## src/rtl/fifo_sync_128.sv

```systemverilog
// Synchronous single-clock FIFO with registered read data and registered status flags.
// Optional macro FIFO_SYNC_ERR_EN adds o_overflow / o_underflow refused-request pulses.
module fifo_sync_128 #(
  parameter int DATA_W        = 128,
  parameter int DEPTH         = 16,
  parameter int ALM_FULL_LVL  = 12,
  parameter int ALM_EMPTY_LVL = 4
) (
  input  logic              clk,
  input  logic              reset,
  input  logic              i_wren,
  input  logic [DATA_W-1:0] i_wrdata,
  input  logic              i_rden,
  output logic [DATA_W-1:0] o_rddata,
  output logic              o_full,
  output logic              o_empty,
  output logic              o_alm_full,
  output logic              o_alm_empty
`ifdef FIFO_SYNC_ERR_EN
  ,
  output logic              o_overflow,
  output logic              o_underflow
`endif
);

  localparam int AW = $clog2(DEPTH);
  localparam logic [AW:0] FULL_CNT = (AW+1)'(DEPTH);
  localparam logic [AW:0] AF_CNT   = (AW+1)'(ALM_FULL_LVL);
  localparam logic [AW:0] AE_CNT   = (AW+1)'(ALM_EMPTY_LVL);

  logic [DATA_W-1:0] mem [DEPTH];
  logic [AW-1:0]     wp_reg, rp_reg;
  logic [AW:0]       count_reg, count_next;
  logic [DATA_W-1:0] rddata_reg;
  logic              full_reg, empty_reg, alm_full_reg, alm_empty_reg;
  logic              wr_ok, rd_ok;

  // Gating on the registered flags resolves the full/empty simultaneous cases.
  assign wr_ok = i_wren && !full_reg;
  assign rd_ok = i_rden && !empty_reg;

  always_comb begin
    count_next = count_reg;
    case ({wr_ok, rd_ok})
      2'b10:   count_next = count_reg + 1'b1;
      2'b01:   count_next = count_reg - 1'b1;
      default: count_next = count_reg;
    endcase
  end

  always_ff @(posedge clk) begin
    if (wr_ok) begin
      mem[wp_reg] <= i_wrdata;
    end
  end

  always_ff @(posedge clk) begin
    if (reset) begin
      wp_reg        <= '0;
      rp_reg        <= '0;
      count_reg     <= '0;
      rddata_reg    <= '0;
      full_reg      <= 1'b0;
      empty_reg     <= 1'b1;
      alm_full_reg  <= 1'b0;
      alm_empty_reg <= 1'b1;
    end else begin
      if (wr_ok) begin
        wp_reg <= wp_reg + 1'b1;
      end
      if (rd_ok) begin
        rp_reg     <= rp_reg + 1'b1;
        rddata_reg <= mem[rp_reg];
      end
      count_reg     <= count_next;
      full_reg      <= (count_next == FULL_CNT);
      empty_reg     <= (count_next == '0);
      alm_full_reg  <= (count_next >= AF_CNT);
      alm_empty_reg <= (count_next <= AE_CNT);
    end
  end

  assign o_rddata    = rddata_reg;
  assign o_full      = full_reg;
  assign o_empty     = empty_reg;
  assign o_alm_full  = alm_full_reg;
  assign o_alm_empty = alm_empty_reg;

`ifdef FIFO_SYNC_ERR_EN
  logic overflow_reg, underflow_reg;

  always_ff @(posedge clk) begin
    if (reset) begin
      overflow_reg  <= 1'b0;
      underflow_reg <= 1'b0;
    end else begin
      overflow_reg  <= i_wren && full_reg;
      underflow_reg <= i_rden && empty_reg;
    end
  end

  assign o_overflow  = overflow_reg;
  assign o_underflow = underflow_reg;
`endif

endmodule

```

## config.mk

```make
export PLATFORM = sky130hd
export DESIGN_NAME = fifo_sync_128
export DESIGN_NICKNAME = d
export VERILOG_FILES = /design/src/rtl/fifo_sync_128.sv
export SDC_FILE = /design/constraint.sdc
export NUM_CORES = 2
export LEC_CHECK = 0
export CORE_AREA = 2 2 455 457
export CTS_CLUSTER_SIZE = 12
export DETAILED_ROUTE_END_ITERATION = 10
export DIE_AREA = 0 0 457 459
export PLACE_DENSITY = 0.61
export SYNTH_ARGS = -nofsm -noshare
export SYNTH_HDL_FRONTEND = slang
export SYNTH_SLANG_ARGS = --single-unit
export TNS_END_PERCENT = 100
```

## constraint.sdc

```tcl
create_clock -name clk -period 25.3 [get_ports clk]
set_input_delay 3.795 -clock clk [delete_from_list [all_inputs] [get_ports clk]]
set_output_delay 3.795 -clock clk [all_outputs]
set_load 0.01 [all_outputs]
```

==> results.txt <==
The run gives 43 as the distinct cell type count after synthesis. Row generation in the floorplan step produced 167 rows. The run gives 0 as the final setup violation count. The mux share of post-synthesis cell area is 0.177, and the synthesized-area fraction occupied by ao, oa, aoi and oai cells is 0.0158. The average wire per standard cell is 28.7 um, and the post-place instance area is 87400 um2.

Share of flip-flops with an asynchronous set or reset after synthesis: 0. The layout cell share with drive strength beyond 1 is 0.267. The data required time at the worst endpoint is 25730 ps, and the path depth of the worst reg2reg path is 7. CTS placed an instance of clkbuf_16 at the clock tree root. The proportion of synthesized chip area in sequential cells came out at 0.791.

The tools report the number of buffers inserted by hold repair at cts as 0. The clock passes through at most 3 buffers. For this run the aggregate overflow at the end of global routing stands at 0.

The share of synthesized cell area in and, or, nand and nor gates is 0.00346. Clock-pin slew was measured on the worst setup and hold paths at 60 ps. The cell count of the worst hold path was 1; the number of nets in the final layout was 3758. The number of cells upsized or downsized after cts is 0, and the synthesized area divided by synthesized cell count is 25.1 um2.

The H-tree was split into 4 levels. The routed design has 187000 um of wire. For the via count of the first global-routing pass, the log shows 37700. Compared with the post-synthesis result, the final layout area differs by 15.8%. The kind of start point of the critical path is a primary input.

The first global-routing pass estimated 272000 um of wire. For the pin with the worst max-slew slack, the measured transition is 1130 ps. The die height is 459 um. Initial antenna violation count: 28. Setup repair after global routing left no endpoint under its margin.

Dividing total power by cell area gives a power density of 84.3 nW/um2. For the worst-case headroom to the max-slew limit, the log shows 0.250. The worst min-delay path class was reg2reg. The leakage power of the design was 0.0283 uW. Counting flops and latches in the post-synthesis netlist gives 2193. The HPWL after detailed placement is 96100 um. The largest stage delay on the critical path is 740 ps. For the number of buffers added by the clock tree synthesis step, the log shows 220. Hold violation count in the final report: 0.

The tools report the total nets after synthesis as 3389. The logs give 0.396 for the starting density of the core and 850 ps for the insertion delay of the later-clocked pin in the worst-skew pair. The cell count along the critical path is 7. By area, the combinational part of the netlist is dominated by multiplexers. IR analysis of the VDD net gives a maximum drop of 0.0000680 V. For the overall via count from detail_route, the log shows 36100.

The cell with the most instances on the worst path was buf_4. The logs give 16900 for the layout filler cell count and 0.178 for the total global routing track utilization. For this run, design rule violations remaining after detail routing come to 0.

In this run the cell area of the synthesized design comes to 81400 um2. The area share of the largest cell type after synthesis was 0.755; the first-pass iteration count of the detailed router was 7. Setup total negative slack on the finished layout was measured at 0 ps.

At the end of routability-driven placement, the weighted congestion stood at 0.723. For this block, the initial DRC count from the detailed router was 3604. STA classifies the critical path endpoint as a register. At the placement stage, the worst setup path has a slack of 17930 ps. Walking the worst path, the cells encountered are clkdlybuf4s50_1 > nor2b_1 > buf_4 > nand2_1 > nor2_4 > buf_4 > buf_4. The core region is 206000 um2.

For this design the top-level I/O count stands at 264. The cell family contributing the most delay on the critical path is buffers and inverters. The register with the most flip-flops in the layout has 2048 of them.

TritonCTS built the clock tree. The portion of the clock cycle consumed by the worst path in the final layout is 0.257, and the number of max-capacitance violations reported is 0. Once detail routing completed, the nets flagged for antenna violations numbered 0. The number of standard cells after synthesis is 3250, and the post-synthesis share of cell area spent on full adders, half adders and majority gates is 0.00108. The die covers 210000 um2. For this run, the number of Yosys warnings is 0. In this run, synthesis inferred 2048 flip-flops with an integrated enable. The worst setup path is of the in2reg kind. Ranked by instance count, the synthesized netlist is headed by 2048 x edfxtp_1, 640 x mux4_2, 145 x dfxtp_1, 128 x a22o_1, 89 x clkbuf_1. Library cell occupying the most area in the post-synthesis netlist: edfxtp_1.

Sorting the synthesized cells by area gives the leading types as edfxtp_1 76%, mux4_2 18%, dfxtp_1 3.6%. The time the worst path needs with I/O delays and setup was 6510 ps. Among all stages on the critical path, the largest delay is contributed by nor2_4. In this run the worst path has a maximum fanout of 33. The final cell area excluding filler cells came out at 94300 um2. The number of setup buffers added after CTS is 0.

Hold timing on the final database bottoms out at a slack of 476 ps. The clock skew was 64.7 ps; the buffer and inverter count on the worst path was 4. The flow ran to the end, and the final reports show no timing, DRC or antenna violations.

The xor and xnor fraction of the mapped netlist area came out at 0.000968. The number of max-slew violations in the final report was 0; the maximum operating frequency was 154 MHz. The average vias per placed instance was 5.54.

For the worst setup path, the data arrival time is 6940 ps. Measured along the x axis, the die boundary spans 457 um. The clock net sink count is 2193. Entering global routing, the biggest net connects 143 pins. Across all setup checks in the final design, the least slack found is 18790 ps.

The most common cell in the synthesized netlist is edfxtp_1. Input and output buffers added on the ports amount to 263. For this run, the leading register cell type out of synthesis is edfxtp_1.
[report_power, final]
group / internal (uW) / leakage [uW] / total (uW) / switching (uW)
clock network: 1750 / 0.00333 / 3110 / 1360
logic: 387 / 0.00531 / 756 / 369
registers: 4040 / 0.0197 / 4090 / 47.4
[cell usage in the layout (no fill, tap or decap), types with 2 or more instances in the layout]
cell	instances
a21oi_1	6
a22o_1	128
a31oi_1	2
buf_12	11
buf_4	52
bufinv_16	4
clkbuf_1	101
clkbuf_16	221
clkbuf_8	26
clkdlybuf4s50_1	263
clkinv_1	17
clkinv_16	7
clkinv_2	17
clkinv_4	2
clkinv_8	3
clkinvlp_4	4
dfxtp_1	141
dfxtp_4	4
diode_2	6
edfxtp_1	2048
ha_1	7
inv_1	5
inv_16	4
mux2i_1	2
mux4_2	640
nand2_1	13
nand2b_1	3
nand4_1	2
nor2_1	16
nor2_4	14
nor3_1	5
nor3_2	4
xnor2_1	4
xor2_1	5
[worst reg2reg max path, cell delays in order (launching register included)]
cell and delay, ps:
dfxtp_4 830, buf_4 960, buf_12 720, buf_4 1000, buf_4 860, mux4_2 540
mux4_2 530, a22o_1 210
[cell type report]
| class | instances | area [um2] | share of cell area |
|---|---|---|---|
| Antenna cell | 6 | 15.0 | 0.000159 |
| Timing Repair Buffer | 326 | 3240 | 0.0344 |
| Tap cell | 2704 | 3380 | 0.0359 |
| Clock buffer | 348 | 6270 | 0.0665 |
| Inverter | 6 | 22.5 | 0.000239 |
| Sequential cell | 2193 | 64400 | 0.683 |
| Clock inverter | 59 | 664 | 0.00705 |
| Multi-Input combinational cell | 872 | 16300 | 0.173 |
[logic make-up (layout without fill, tap and decap cells)]
logic type / count (synthesis) / count (layout)
flip-flops: 2193 / 2193
multiplexers: 642 / 642
buffers and inverters: 185 / 739
AO/OA/AOI/OAI: 151 / 151
AND/OR/NAND/NOR: 63 / 63
XOR/XNOR: 9 / 9
adder cells (fa/ha/maj): 7 / 7
other: 0 / 6
[path summary, 6_finish.rpt]
kind | endpoint | startpoint | slack, ps
worst min-delay path | o_rddata[120]$_SDFFE_PP0P_ | o_rddata[120]$_SDFFE_PP0P_ | 480
worst min register to register | o_rddata[120]$_SDFFE_PP0P_ | o_rddata[120]$_SDFFE_PP0P_ | 480
worst max register to register | o_rddata[42]$_SDFFE_PP0P_ | rp_reg[1]$_SDFFE_PP0P_ | 19530
worst max-delay path | mem[7][42]$_DFFE_PP_ | i_wren | 18790
[routing by layer]
layer / vias to the layer above / share of wire / global-route usage
li1: 14900 / - / -
met1: 19800 / 0.43 / 0.248
met2: 1066 / 0.50 / 0.293
met3: 269 / 0.053 / 0.0306
met4: 12 / 0.019 / 0.0419
met5: - / 0.00042 / 0
[stage by stage]
stage / util / power (uW) / instances
finish: 0.459 / 7950 / 6514
global route: 0.459 / 8230 / 6512
global placement: 0.425 / 4940 / 6101
floorplan: - / 4660 / 3250
CTS: 0.459 / 8050 / 6508
detailed placement: 0.425 / 4940 / 6101
Note: power is estimated with default switching activity, not from simulation.
==> variant: new RTL, config.mk and constraints unchanged <==
The parameter `DATA_W` goes from 128 to 124.
--- a/src/rtl/fifo_sync_128.sv
+++ b/src/rtl/fifo_sync_128.sv
@@ -2,5 +2,5 @@
 // Optional macro FIFO_SYNC_ERR_EN adds o_overflow / o_underflow refused-request pulses.
 module fifo_sync_128 #(
-  parameter int DATA_W        = 128,
+  parameter int DATA_W        = 124,
   parameter int DEPTH         = 16,
   parameter int ALM_FULL_LVL  = 12,
Interface: changed (resized i_wrdata and o_rddata); port bits go from 264 to 256. The function was not compared with the original's and may differ.
==> variant against the unedited design <==
- sequential share of layout area up 0.050 points
- sequential cell count down 68
- worst setup slack worse by 1.1 ns
- core utilization down 1.5 points
- power down 4.1%
- via count down 4.8%
- wire length down 4.7%
- clock power down 6%
- clock skew down 0.0017 ns
- final cell count down 2.0%
- worst hold slack better by 0.0062 ns
- final area down 3.2%
- area after synthesis down 3.0%
- critical endpoint is now mem[8][108]$_DFFE_PP_
- largest cell class unchanged
==> variant: results (changes against the unedited design) <==
WORST_HOLD_PATH.ENDPOINT='o_rddata[69]$_SDFFE_PP0P_'  # was o_rddata[120]$_SDFFE_PP0P_
SYNTH_ADDER_AREA_SHARE_PCT=0.1109  # was 0.1075%
DPL.CELL_COUNT=5996  # was 6101
POST_SYNTHESIS_CELL_TYPE_COUNT=39  # was 43
WL_MET1_UM=74310  # was 80100 um
PER_CELL_ROUTED_WIRE_LENGTH_UM=27.85  # was 28.67 um
POST-PLACE-WS_NS=16.78  # was 17.93 ns
SYNTH_COMPOUND_AREA_SHARE_PCT=1.574  # was 1.576%
FIRST_PASS_GRT_WIRE_LENGTH_UM=260900  # was 271700 um
SYNTH.NET_COUNT=3291  # was 3389
CTS_MADE_BUFFERS=211  # was 220
ROUTED-WL-MET2_UM=89740  # was 93120 um
MET3ROUTEDLENGTH_UM=9519  # was 9883 um
GR-USAGE-MET3_PCT=3.489  # was 3.062%
POWER.LEAKAGE_uW=0.02734  # was 0.02833 uW
HPWLAFTERDP_UM=94860  # was 96080 um
GRT_PASS1_VIAS=36580  # was 37710
SYNTH_MUX_AREA_SHARE_PCT=17.71  # was 17.72%
IRDROPWORSTVDD_uV=62.40  # was 68.05 uV
SYNTH_XOR_AREA_SHARE_PCT=0.09977  # was 0.09679%
CRITICAL_PATH_PEAK_FANOUT=53  # was 33
BUFFER_PORTS.INSERTED=255  # was 263
SEQ_AREA_FRAC_SYNTH_PCT=78.98  # was 79.08%
RUN_STATUS='finished, final reports clean'  # unchanged
FINALWEIGHTEDCONGESTION=0.7292  # was 0.7225
SETUP.REG_TO_REG.WORST_SLACK_NS=20.33  # was 19.53 ns
AVGVIACOUNTPERCELL=5.380  # was 5.542
GRT_START_MAX_NET_PINS=147  # was 143
POST_ROUTE_CELLS_DRIVE_ABOVE_1_SHARE_PCT=26.16  # was 26.71%
FINALNONFILLERCELLS=6386  # was 6514
FIN_NETS=3640  # was 3758
SYNTH.AVG_CELL_AREA_UM2=25.03  # was 25.06 um^2
R2R-END='o_rddata[110]$_SDFFE_PP0P_'  # was o_rddata[42]$_SDFFE_PP0P_
-- variant: changes by cell type after synthesis, moves of 3 or more --
cell / unedited run / this run
a22o_1: 128 / 124
dfxtp_1: 145 / 141
a21o_1: 0 / 3
buf_4: 28 / 0
clkbuf_1: 89 / 98
buf_6: 6 / 26
buf_2: 25 / 30
buf_1: 31 / 21
mux4_2: 640 / 620
edfxtp_1: 2048 / 1984
-- variant: stage by stage --
stage               hold WS, ns  total power [uW]  area, um^2
floorplan                0.4817              4526       79010
global placement         0.4630              4788       84740
detailed placement       0.4650              4794       84740
CTS                      0.4835              7730       91280
global route             0.4921              7903       91300
finish                   0.4822              7629       91310
-- variant: worst max path at each step --
stage / to / slack [ns]
CTS: mem[8][66]$_DFFE_PP_ / 17.66
global placement: mem[8][106]$_DFFE_PP_ / 16.81
detailed placement: mem[8][105]$_DFFE_PP_ / 16.78
floorplan: mem[3][0]$_DFFE_PP_ / 11.74
finish: mem[8][108]$_DFFE_PP_ / 17.70
global route: mem[8][106]$_DFFE_PP_ / 17.44
-- variant: report_power, final --
group	total (uW)	internal (uW)	switching (uW)	leakage, uW
registers	3960	3910	42.2	0.0191
clock network	2930	1630	1300	0.00311
logic	741	377	364	0.00515
total	7630	5920	1710	0.0273
-- variant: final cells by class --
class | instances | area (um^2)
antenna | 9 | 22.52
multi-input combinational | 850 | 15820
inverter | 6 | 22.52
clock buffer | 333 | 5928
tap | 2704 | 3383
timing repair buffer | 311 | 3098
clock inverter | 48 | 615.6
sequential | 2125 | 62410
fill | 17140 | 114300
-- variant: kinds of logic after synthesis --
group / count (synthesis)
flip-flops: 2125
multiplexers: 623
buffers and inverters: 181
AO/OA/AOI/OAI: 146
AND/OR/NAND/NOR: 65
XOR/XNOR: 9
adder cells (fa/ha/maj): 7
